$ cat src/rtl/sysx_mask_ctrl_pkg.sv
// ---------------------------------------------------------------------------
// sysx_mask_pkg
// Shared types and constants for the SystemX masked-gadget sequencing
// controller (sysx_mask_ctrl) and its random collection buffer.
//   state_t      : controller FSM states
//   RAND_BITS    : mask bits handed to the gadget per evaluation
//   SHARE_W      : width of the packed share vector {C1,C0,B1,B0,A1,A0}
//   IDX_*        : bit positions of the individual shares in that vector
//   rand_words() : number of PRNG words needed to fill the mask buffer
// ---------------------------------------------------------------------------
package sysx_mask_pkg;

  typedef enum logic [1:0] {
    IDLE = 2'd0,
    EVAL = 2'd1,
    OUT  = 2'd2
  } state_t;

  localparam int RAND_BITS = 8;
  localparam int SHARE_W   = 6;

  localparam int IDX_A0 = 0;
  localparam int IDX_A1 = 1;
  localparam int IDX_B0 = 2;
  localparam int IDX_B1 = 3;
  localparam int IDX_C0 = 4;
  localparam int IDX_C1 = 5;

  function automatic int rand_words(input int rw);
    return RAND_BITS / rw;
  endfunction

endpackage

$ cat src/rtl/sysx_mask_ctrl_if.sv
// ---------------------------------------------------------------------------
// sysx_mask_ctrl_if
// Handshake bundle around the masked-gadget controller.
//   in_valid/in_ready/in_shares   : share vector from the front end
//   rnd_valid/rnd_ready/rnd_data  : PRNG word stream (RW bits per word)
//   out_valid/out_ready/out_shares: output shares {F1,F0} to downstream
// Modports: master = environment side (front end, PRNG, sink),
//           slave  = controller side.
// ---------------------------------------------------------------------------
interface sysx_mask_ctrl_if #(
  parameter int RW = 1
);
  import sysx_mask_pkg::*;

  logic               in_valid;
  logic               in_ready;
  logic [SHARE_W-1:0] in_shares;

  logic               rnd_valid;
  logic               rnd_ready;
  logic [RW-1:0]      rnd_data;

  logic               out_valid;
  logic               out_ready;
  logic [1:0]         out_shares;

  modport master (
    output in_valid, in_shares, rnd_valid, rnd_data, out_ready,
    input  in_ready, rnd_ready, out_valid, out_shares
  );

  modport slave (
    input  in_valid, in_shares, rnd_valid, rnd_data, out_ready,
    output in_ready, rnd_ready, out_valid, out_shares
  );

endinterface

$ cat src/rtl/sysx_mask_ctrl_rand_buf.sv
// ---------------------------------------------------------------------------
// sysx_rand_buf
// Collects RAND_BITS fresh mask bits from an RW-bit PRNG stream.
// Word j lands in bits [j*RW +: RW]. The buffer is full after RAND_BITS/RW
// accepted words and is emptied and zeroed by clr (asserted on launch).
// Ports:
//   clk, rst_n          : clock, async active-low reset
//   wr_valid/wr_ready   : PRNG word handshake (wr_ready = !full)
//   wr_data             : PRNG word
//   clr                 : empty the buffer this edge (has priority)
//   full                : all mask bits present
//   data                : collected mask bits
// ---------------------------------------------------------------------------
module sysx_rand_buf
  import sysx_mask_pkg::*;
#(
  parameter int RW = 1
) (
  input  logic                 clk,
  input  logic                 rst_n,
  input  logic                 wr_valid,
  input  logic [RW-1:0]        wr_data,
  input  logic                 clr,
  output logic                 wr_ready,
  output logic                 full,
  output logic [RAND_BITS-1:0] data
);

  localparam int         WORDS   = rand_words(RW);
  localparam logic [3:0] WORDS_C = 4'(WORDS);

  logic [RAND_BITS-1:0] data_reg, data_next;
  logic [3:0]           count_reg, count_next;
  logic [WORDS-1:0]     word_sel;
  logic                 wr_en;

  assign full     = (count_reg == WORDS_C);
  assign wr_ready = !full;
  assign wr_en    = wr_valid && !full;
  assign data     = data_reg;

  // One-hot select of the slot the next accepted word goes into
  for (genvar gi = 0; gi < WORDS; gi++) begin : g_sel
    assign word_sel[gi] = wr_en && (count_reg == 4'(gi));
  end

  always_comb begin
    data_next  = data_reg;
    count_next = count_reg;
    if (clr) begin
      // Consumed bits are wiped so they can never reach the gadget twice
      data_next  = '0;
      count_next = '0;
    end else if (wr_en) begin
      for (int i = 0; i < WORDS; i++) begin
        if (word_sel[i]) data_next[i*RW +: RW] = wr_data;
      end
      count_next = count_reg + 4'd1;
    end
  end

  always_ff @(posedge clk or negedge rst_n) begin
    if (!rst_n) begin
      data_reg  <= '0;
      count_reg <= '0;
    end else begin
      data_reg  <= data_next;
      count_reg <= count_next;
    end
  end

endmodule

$ cat src/rtl/sysx_mask_ctrl.sv
// ---------------------------------------------------------------------------
// sysx_mask_ctrl
// Sequencing controller for the SystemX 2-share masked gadget computing
// F = ~C & (~A | B). Accepts one share vector when a full buffer of fresh
// mask bits is available, drives the gadget for LAT cycles, then returns
// the gadget's output shares over a valid/ready handshake. Share pairs are
// only ever routed, never combined.
// Ports:
//   clk, rst_n  : clock, async active-low reset
//   bus         : sysx_mask_ctrl_if.slave (input, PRNG and output handshakes)
//   g_in, g_r   : registered shares / mask bits to the gadget
//   g_out       : gadget output shares {F1,F0}
//   busy        : FSM not idle
//   stall_cnt   : (only with SYSX_STALL_CNT_EN) saturating count of cycles
//                 an input waited solely for randomness
// Parameters: RW = PRNG word width (1,2,4,8), LAT = gadget latency (>= 1).
// Optional feature macro: SYSX_STALL_CNT_EN.
// ---------------------------------------------------------------------------
module sysx_mask_ctrl
  import sysx_mask_pkg::*;
#(
  parameter int RW  = 1,
  parameter int LAT = 2
) (
  input  logic                 clk,
  input  logic                 rst_n,
  sysx_mask_ctrl_if.slave      bus,
  output logic [SHARE_W-1:0]   g_in,
  output logic [RAND_BITS-1:0] g_r,
  input  logic [1:0]           g_out,
  output logic                 busy
`ifdef SYSX_STALL_CNT_EN
  ,
  output logic [15:0]          stall_cnt
`endif
);

  localparam int          CW     = (LAT > 1) ? $clog2(LAT) : 1;
  localparam logic [CW-1:0] LAT_M1 = CW'(LAT - 1);

  state_t               state_reg, state_next;
  logic [CW-1:0]        cnt_reg, cnt_next;
  logic [SHARE_W-1:0]   g_in_reg, g_in_next;
  logic [RAND_BITS-1:0] g_r_reg, g_r_next;
  logic [1:0]           out_shares_reg, out_shares_next;
  logic                 out_valid_reg, out_valid_next;

  logic                 rnd_full;
  logic [RAND_BITS-1:0] rnd_bits;
  logic                 launch_ok;
  logic                 in_ready;
  logic                 launch;

  // A launch slot exists when idle, or when the current result is being
  // taken this very cycle. Independent of in_valid by construction.
  assign launch_ok = (state_reg == IDLE) || ((state_reg == OUT) && bus.out_ready);
  assign in_ready  = rnd_full && launch_ok;
  assign launch    = bus.in_valid && in_ready;

  sysx_rand_buf #(
    .RW(RW)
  ) u_rand_buf (
    .clk      (clk),
    .rst_n    (rst_n),
    .wr_valid (bus.rnd_valid),
    .wr_data  (bus.rnd_data),
    .clr      (launch),
    .wr_ready (bus.rnd_ready),
    .full     (rnd_full),
    .data     (rnd_bits)
  );

  always_comb begin
    state_next      = state_reg;
    cnt_next        = cnt_reg;
    g_in_next       = g_in_reg;
    g_r_next        = g_r_reg;
    out_shares_next = out_shares_reg;
    out_valid_next  = out_valid_reg;

    case (state_reg)
      IDLE: begin
        if (launch) begin
          g_in_next  = bus.in_shares;
          g_r_next   = rnd_bits;
          cnt_next   = LAT_M1;
          state_next = EVAL;
        end
      end
      EVAL: begin
        if (cnt_reg == '0) begin
          out_shares_next = g_out;
          out_valid_next  = 1'b1;
          // Drop the gadget inputs as soon as the result is captured
          g_in_next       = '0;
          g_r_next        = '0;
          state_next      = OUT;
        end else begin
          cnt_next = cnt_reg - CW'(1);
        end
      end
      OUT: begin
        if (bus.out_ready) begin
          if (launch) begin
            // Back-to-back: out_valid is left high across the relaunch
            g_in_next  = bus.in_shares;
            g_r_next   = rnd_bits;
            cnt_next   = LAT_M1;
            state_next = EVAL;
          end else begin
            out_valid_next = 1'b0;
            state_next     = IDLE;
          end
        end
      end
      default: begin
        state_next = IDLE;
      end
    endcase
  end

  always_ff @(posedge clk or negedge rst_n) begin
    if (!rst_n) begin
      state_reg      <= IDLE;
      cnt_reg        <= '0;
      g_in_reg       <= '0;
      g_r_reg        <= '0;
      out_shares_reg <= '0;
      out_valid_reg  <= 1'b0;
    end else begin
      state_reg      <= state_next;
      cnt_reg        <= cnt_next;
      g_in_reg       <= g_in_next;
      g_r_reg        <= g_r_next;
      out_shares_reg <= out_shares_next;
      out_valid_reg  <= out_valid_next;
    end
  end

  assign g_in           = g_in_reg;
  assign g_r            = g_r_reg;
  assign bus.in_ready   = in_ready;
  assign bus.out_valid  = out_valid_reg;
  assign bus.out_shares = out_shares_reg;
  assign busy           = (state_reg != IDLE);

`ifdef SYSX_STALL_CNT_EN
  logic [15:0] stall_cnt_reg;
  logic        stall_cond;

  // Input waiting, launch slot open, only randomness missing
  assign stall_cond = bus.in_valid && !rnd_full && launch_ok;

  always_ff @(posedge clk or negedge rst_n) begin
    if (!rst_n) begin
      stall_cnt_reg <= '0;
    end else if (stall_cond && (stall_cnt_reg != 16'hFFFF)) begin
      stall_cnt_reg <= stall_cnt_reg + 16'd1;
    end
  end

  assign stall_cnt = stall_cnt_reg;
`endif

endmodule

$ cat src/flat_wrapper.sv
// flat-port wrapper written by rule: the top's interface ports become plain ports
module sysx_mask_ctrl_flat import sysx_mask_pkg::*;
#(
  parameter int RW  = 1,
  parameter int LAT = 2
)
  (clk, rst_n, g_in, g_r, g_out, busy, bus_in_valid, bus_in_shares, bus_rnd_valid, bus_rnd_data, bus_out_ready, bus_in_ready, bus_rnd_ready, bus_out_valid, bus_out_shares);
  sysx_mask_ctrl_if #(.RW(RW)) bus_i ();
  input  logic clk;
  input  logic rst_n;
  output logic [SHARE_W-1:0] g_in;
  output logic [RAND_BITS-1:0] g_r;
  input  logic [1:0] g_out;
  output logic busy;
  input wire logic [$bits(bus_i.in_valid)-1:0] bus_in_valid;
  input wire logic [$bits(bus_i.in_shares)-1:0] bus_in_shares;
  input wire logic [$bits(bus_i.rnd_valid)-1:0] bus_rnd_valid;
  input wire logic [$bits(bus_i.rnd_data)-1:0] bus_rnd_data;
  input wire logic [$bits(bus_i.out_ready)-1:0] bus_out_ready;
  output wire logic [$bits(bus_i.in_ready)-1:0] bus_in_ready;
  output wire logic [$bits(bus_i.rnd_ready)-1:0] bus_rnd_ready;
  output wire logic [$bits(bus_i.out_valid)-1:0] bus_out_valid;
  output wire logic [$bits(bus_i.out_shares)-1:0] bus_out_shares;
  assign bus_i.in_valid = bus_in_valid;
  assign bus_i.in_shares = bus_in_shares;
  assign bus_i.rnd_valid = bus_rnd_valid;
  assign bus_i.rnd_data = bus_rnd_data;
  assign bus_i.out_ready = bus_out_ready;
  assign bus_in_ready = bus_i.in_ready;
  assign bus_rnd_ready = bus_i.rnd_ready;
  assign bus_out_valid = bus_i.out_valid;
  assign bus_out_shares = bus_i.out_shares;
  sysx_mask_ctrl #(.RW(RW), .LAT(LAT)) u_core (.clk(clk), .rst_n(rst_n), .bus(bus_i), .g_in(g_in), .g_r(g_r), .g_out(g_out), .busy(busy));
endmodule
$ cat config.mk
export PLATFORM = sky130hd
export DESIGN_NAME = sysx_mask_ctrl_flat
export DESIGN_NICKNAME = d
export VERILOG_FILES = /design/src/rtl/sysx_mask_ctrl_pkg.sv /design/src/rtl/sysx_mask_ctrl_if.sv /design/src/rtl/sysx_mask_ctrl_rand_buf.sv /design/src/rtl/sysx_mask_ctrl.sv /design/src/flat_wrapper.sv
export SDC_FILE = /design/constraint.sdc
export NUM_CORES = 1
export LEC_CHECK = 0
export ABC_AREA = 1
export BUFFER_PORTS_ARGS = -buffer_cell sky130_fd_sc_hd__buf_4
export CORE_MARGIN = 5
export CORE_UTILIZATION = 45
export DETAILED_ROUTE_END_ITERATION = 12
export GPL_TIMING_DRIVEN = 0
export PLACE_DENSITY = 0.73
export SYNTH_ARGS = -nofsm -noshare
export SYNTH_HDL_FRONTEND = slang
export SYNTH_SLANG_ARGS = --single-unit
$ cat constraint.sdc
create_clock -name clk -period 2.2 [get_ports clk]
set_input_delay 0.44 -clock clk [delete_from_list [all_inputs] [get_ports clk]]
set_output_delay 0.44 -clock clk [all_outputs]
set_load 0.02 [all_outputs]
# Word-level counts from Yosys, hierarchy flattened
# Cells that the tools add are included.
[totals] wordCells=106 in_bits=14 register_bits=32 out_inout_bits=20
[classes] bitwise=1 mux=33 eq_ne=14 addsub=2 n_reduce_logical=41
[op_table] op="two-way mux 8 bit" n=5
[op_table] op="case mux 8 bit (3 select lines)" n=1
[op_table] op="nonzero test 2 bit" n=11
[op_table] op="AND reduction 2 bit" n=10
[op_table] op="two-way mux 6 bit" n=3
[op_table] op="case mux 6 bit (3 select lines)" n=1
[op_table] op="equality test 4 x 3 -> 1 bit, second input constant" n=4
[op_table] op="two-way mux 1 bit" n=15
[op_table] op="logical AND 1 bit" n=12
[op_table] op="equality test 4 x 2 -> 1 bit, second input constant" n=2
[op_table] op="two-way mux 4 bit" n=2
[op_table] op="two-way mux 2 bit" n=3
[op_table] op="inequality test 2 bit, second input constant" n=3
[op_table] op="case mux 2 bit (3 select lines)" n=1
[op_table] op="AND reduction 3 bit" n=2
[op_table] op="adder 4 x 1 -> 4 bit, second input constant" n=1
[op_table] op="equality test 4 x 1 -> 1 bit, second input constant" n=1
[op_table] op="equality test 4 bit, second input constant" n=1
[op_table] op="logical NOT 4 bit" n=1
[op_table] op="AND reduction 4 bit" n=1
[op_table] op="case mux 1 bit (3 select lines)" n=1
[op_table] op="nonzero test 3 bit" n=1
[op_table] op="equality test 2 x 1 -> 1 bit, second input constant" n=1
[op_table] op="equality test 2 bit, second input constant" n=1
[op_table] op="7 further kinds" n=7

# Longest topological paths before layout
[depth] ltp_word=8 depth_mapped=10 depth_no_buf=9

# Cells and area by module
# Synthesis repeated with hierarchy kept, for this count alone.
[hier_totals] hier_cells=184 hier_area_um2=1525.2
[modules_own_cells] module="sysx_mask_ctrl" instances=1 cells_each=94 seq_area_each_um2=500.5 area_per_inst_um2=827.0
[modules_own_cells] module="sysx_rand_buf" instances=1 cells_each=90 seq_area_each_um2=300.3 area_per_inst_um2=698.2

# Worst setup path after synthesis
# Ideal clock, no wire load.
[synth_path] path_type="reg2out" from="register u_core.u_rand_buf.count_reg[0]" to="output bus_in_ready" required_time_ns=1.760 path_stages_with_launch=7 arrival_time_ns=1.463 n_path_buf=0 slack_ns=0.297 path_cell_list="dfrtp_1 > inv_1 > ha_1 > nand2_1 > nor2_2 > inv_1 > nor3_1"
[synth_via] elab_chain_len=2
[synth_lines] item="from (decl)" line="sysx_mask_ctrl_rand_buf.sv:33" text="logic [3:0] count_reg, count_next;"
[synth_lines] item="from (signal assigned)" line="sysx_mask_ctrl_rand_buf.sv:68" text="count_reg <= count_next;"
[synth_lines] item="equality test 4 bit" line="sysx_mask_ctrl_rand_buf.sv:37" text="assign full = (count_reg == WORDS_C);"
[synth_lines] item="logical AND 1 bit" line="sysx_mask_ctrl.sv:57" text="assign in_ready = rnd_full && launch_ok;"
[synth_lines] item="to (decl)" line="flat_wrapper.sv:20" text="output wire logic [$bits(bus_i.in_ready)-1:0] bus_in_ready;"
# Every way passes these cells.

# Final worst setup path
# Ends and elaborated chain as after synthesis.

==> metrics.md <==
| Metric | Value |
|---|---|
| First-pass GRT wire length | 5390 µm |
| CP Max Fanout | 5 |
| Post-synthesis instance area | 1590 µm² |
| Max Cap Viol | 0 |
| Final period utilization | 93.9% |
| Clk sinks | 32 |
| FF+latch count, synth | 32 |
| Cells after Synth | 197 |
| Fin Clk Skew | 0.00521 ns |
| CP startpoint kind | flop |
| Synth Net Count | 215 |
| Pleak | 1.07 nW |
| Slew HR | 73.4% |
| Synth-to-Final Area Change | 22.5% |
| Sequential-to-total area share from yosys stat | 50.4% |
| Die ar. | 4820 µm² |
| # IOs | 34 |
| Clock Latency Late Sink | 0.32 ns |
| Mux share of post-synthesis cell area | 1.42% |
| Starting Density | 46.8% |
| Vias/cell | 4.47 |
| Min Hold Slack | 0.0357 ns |
| Yosys top cell area share | 50.4% |
| I/O Buffers | 33 |
| DRC | 0 |
| Iteration-0 DRC Markers | 43 |
| Cell variety after synth | 24 |
| Post-Synth XOR/XNOR Area | 0.552% |
| Largest family of logic cells by synthesized area | simple AND/OR/NAND/NOR gates |
| EDFF count, synth | 0 |
| Largest net degree at the start of global routing | 33 |
| Syn Area/Cell | 8.06 µm² |
| Iteration count of the initial detailed-routing pass | 2 |
| Adder-cell share of the synthesized area | 3.15% |
| Htree depth | 2 |
| Fillers | 323 |
| Slowest cell on crit path | dfrtp_1 |
| Worst-path clk slew | 0.09 ns |
| Ys async rst share | 100% |
| Fin nets | 255 |
| Max rail drop VDD | 0.762 mV |
| Initial antenna violation count | 0 |
| Simple-Gate Fraction of Synth Area | 28.4% |
| CTS Buf Count | 5 |
| Pins over their slew limit | 0 |
| Post-route minimum period | 2.07 ns |
| Die Width | 69.4 µm |
| CTS tree | built |
| Synth area leader | dfrtp_1 |
| Synth Area in Compound Gates | 5.75% |
| Die Span Y | 69.4 µm |
| Via count | 1,264 |
| Routed length per instance | 10.4 µm |
| Setup crit end kind | output port |
| CORE AREA | 3390 µm² |
| Arrival time worst endpoint | 1.63 ns |
| WP data required | 1.76 ns |
| Worst-Margin Slew | 0.400 ns |
| Crit Path Class | flop to output port |
| Synth area leaders | dfrtp_1 50%, nand2_1 12%, inv_1 7.3% |
| Final setup violation count | 0 |
| Pwr dens | 1280 nW/µm² |
| CP cell instances | inv_2, ha_1, nand2_1, nor2_4, inv_1, nor3_1, buf_4 |
| # rows | 21 |
| Yosys warns | 0 |
| Share of cells above drive strength 1 | 24.5% |
| N_diodes | 0 |
| Hpwl dp | 2180 µm |
| CTS max path bufs | 2 |
| Total power | 0.00250 W |
| Max Clk Rate | 484 MHz |
| Cell with the most instances after synthesis | nand2_1 |
| Gr usage total | 13.4% |
| Main synth FF type | dfrtp_1 |
| GP Congestion | 0.793 |
| Routed wire length | 2940 µm |
| Vias in the first global route | 1,203 |
| Most frequent cells after synthesis | 49 x nand2_1, 32 x dfrtp_1, 31 x inv_1 |
| Total grt overflow | 0 |
| Root Buffer | clkbuf_4 |
| Hold Crit Class | input pin to asynchronous set/reset pin |
| Worst R2R Setup Slack | 0.53 ns |
| Outcome | complete, no violations |
| Slowest stage delay, CP | 0.42 ns |
| Post-route ant nets | 0 |
| Final hold vios | 0 |
## kinds of logic after synthesis
logic type | after synthesis
buffers and inverters | 40
muxes | 2
AOI/OAI and AO/OA | 15
adders and majority gates | 4
DFF | 32
and+or+nand+nor | 103
xor gates and xnor gates | 1
## final timing paths
path | startpoint | end | cells past startpoint
min | rst_n | u_core.g_r[0] | 1
max in group asynchronous | rst_n | u_core.u_rand_buf.count_reg[1] | 1
min in group clk | g_out[1] | u_core.bus.out_shares[1] | 2
min reg2reg | u_core.g_r[4] | u_core.g_r[4] | 2
max | u_core.u_rand_buf.count_reg[0] | bus_in_ready | 7
max reg2reg | u_core.u_rand_buf.count_reg[0] | u_core.g_r[6] | 10
## critical path, delay by kind of cell (launching register included)
kind / cells / cell delay (ns)
simple gates: 3 / 0.36
flops: 1 / 0.42
fa+ha+maj: 1 / 0.18
buf+inv: 3 / 0.35
## cell usage in the layout (no fill, tap or decap)
cell type  synthesis  final
buf_6              1      1
nand2_1           49     49
nor2_4             1      2
ha_1               4      4
clkbuf_4           0      5
nand3_1           19     19
nand2_2            1      1
nand3_2            1      1
o21ai_0            6      6
nor3_1             3      3
mux2_2             2      2
clkinv_2           0      1
a21oi_1            3      3
nand4_1            1      1
nor2_1            25     25
buf_2              2      2
xor2_1             1      1
dfrtp_1           32     32
nand2_4            2      2
inv_2              4      6
buf_4              1     34
inv_1             31     29
a21oi_2            1      1
clkbuf_1           1      2
o211ai_1           5      5
## power breakdown
| part | switching (W) | internal (W) | leakage, nW | total [W] |
|---|---|---|---|---|
| logic | 0.000707 | 0.000488 | 0.636 | 0.00120 |
| clock network | 0.000185 | 0.000118 | 0.0281 | 0.000303 |
| registers | 0.000155 | 0.000843 | 0.405 | 0.000998 |
| total | 0.00105 | 0.00145 | 1.07 | 0.00250 |
## area by class of cell
| class | instances | area (µm²) | area share, % |
|---|---|---|---|
| Multi-Input combinational cell | 125 | 628 | 32.3 |
| Buffer | 5 | 32.5 | 1.67 |
| Inverter | 35 | 131 | 6.76 |
| Clock buffer | 6 | 41.3 | 2.12 |
| Tap cell | 46 | 57.6 | 2.96 |
| Timing Repair Buffer | 33 | 248 | 12.7 |
| Clock inverter | 1 | 5.00 | 0.257 |
| Sequential cell | 32 | 801 | 41.2 |
## per-stage QoR
stage	TNS, ns	setup WS, ns	cell area [µm²]	std cells	utilization, %
2_1_floorplan	0	0.297	1590	197	-
3_3_place_gp	0	0.445	1890	276	55.9
3_5_place_dp	0	0.414	1890	276	55.9
4_1_cts	0	0.0354	1940	283	57.2
5_1_grt	-0.000863	-0.000863	1940	283	57.4
6_report	0	0.134	1940	283	57.4
## timing repair
item                       CTS  global route
resized for setup            0             3
setup endpoints to repair    0             1
hold endpoints to repair     0             0
hold buffers                 0             0
setup buffers                0             0
## routing by layer
metal	share of wire, %	wire, µm	up-vias	GRT usage (%)
li1	-	-	684	-
met1	47	1380	548	17.3
met2	45	1330	26	20.4
met3	6.1	178	6	4.93
met4	1.5	44	0	5.21
met5	0	0	-	0
Power figures use the tool's default switching activity.
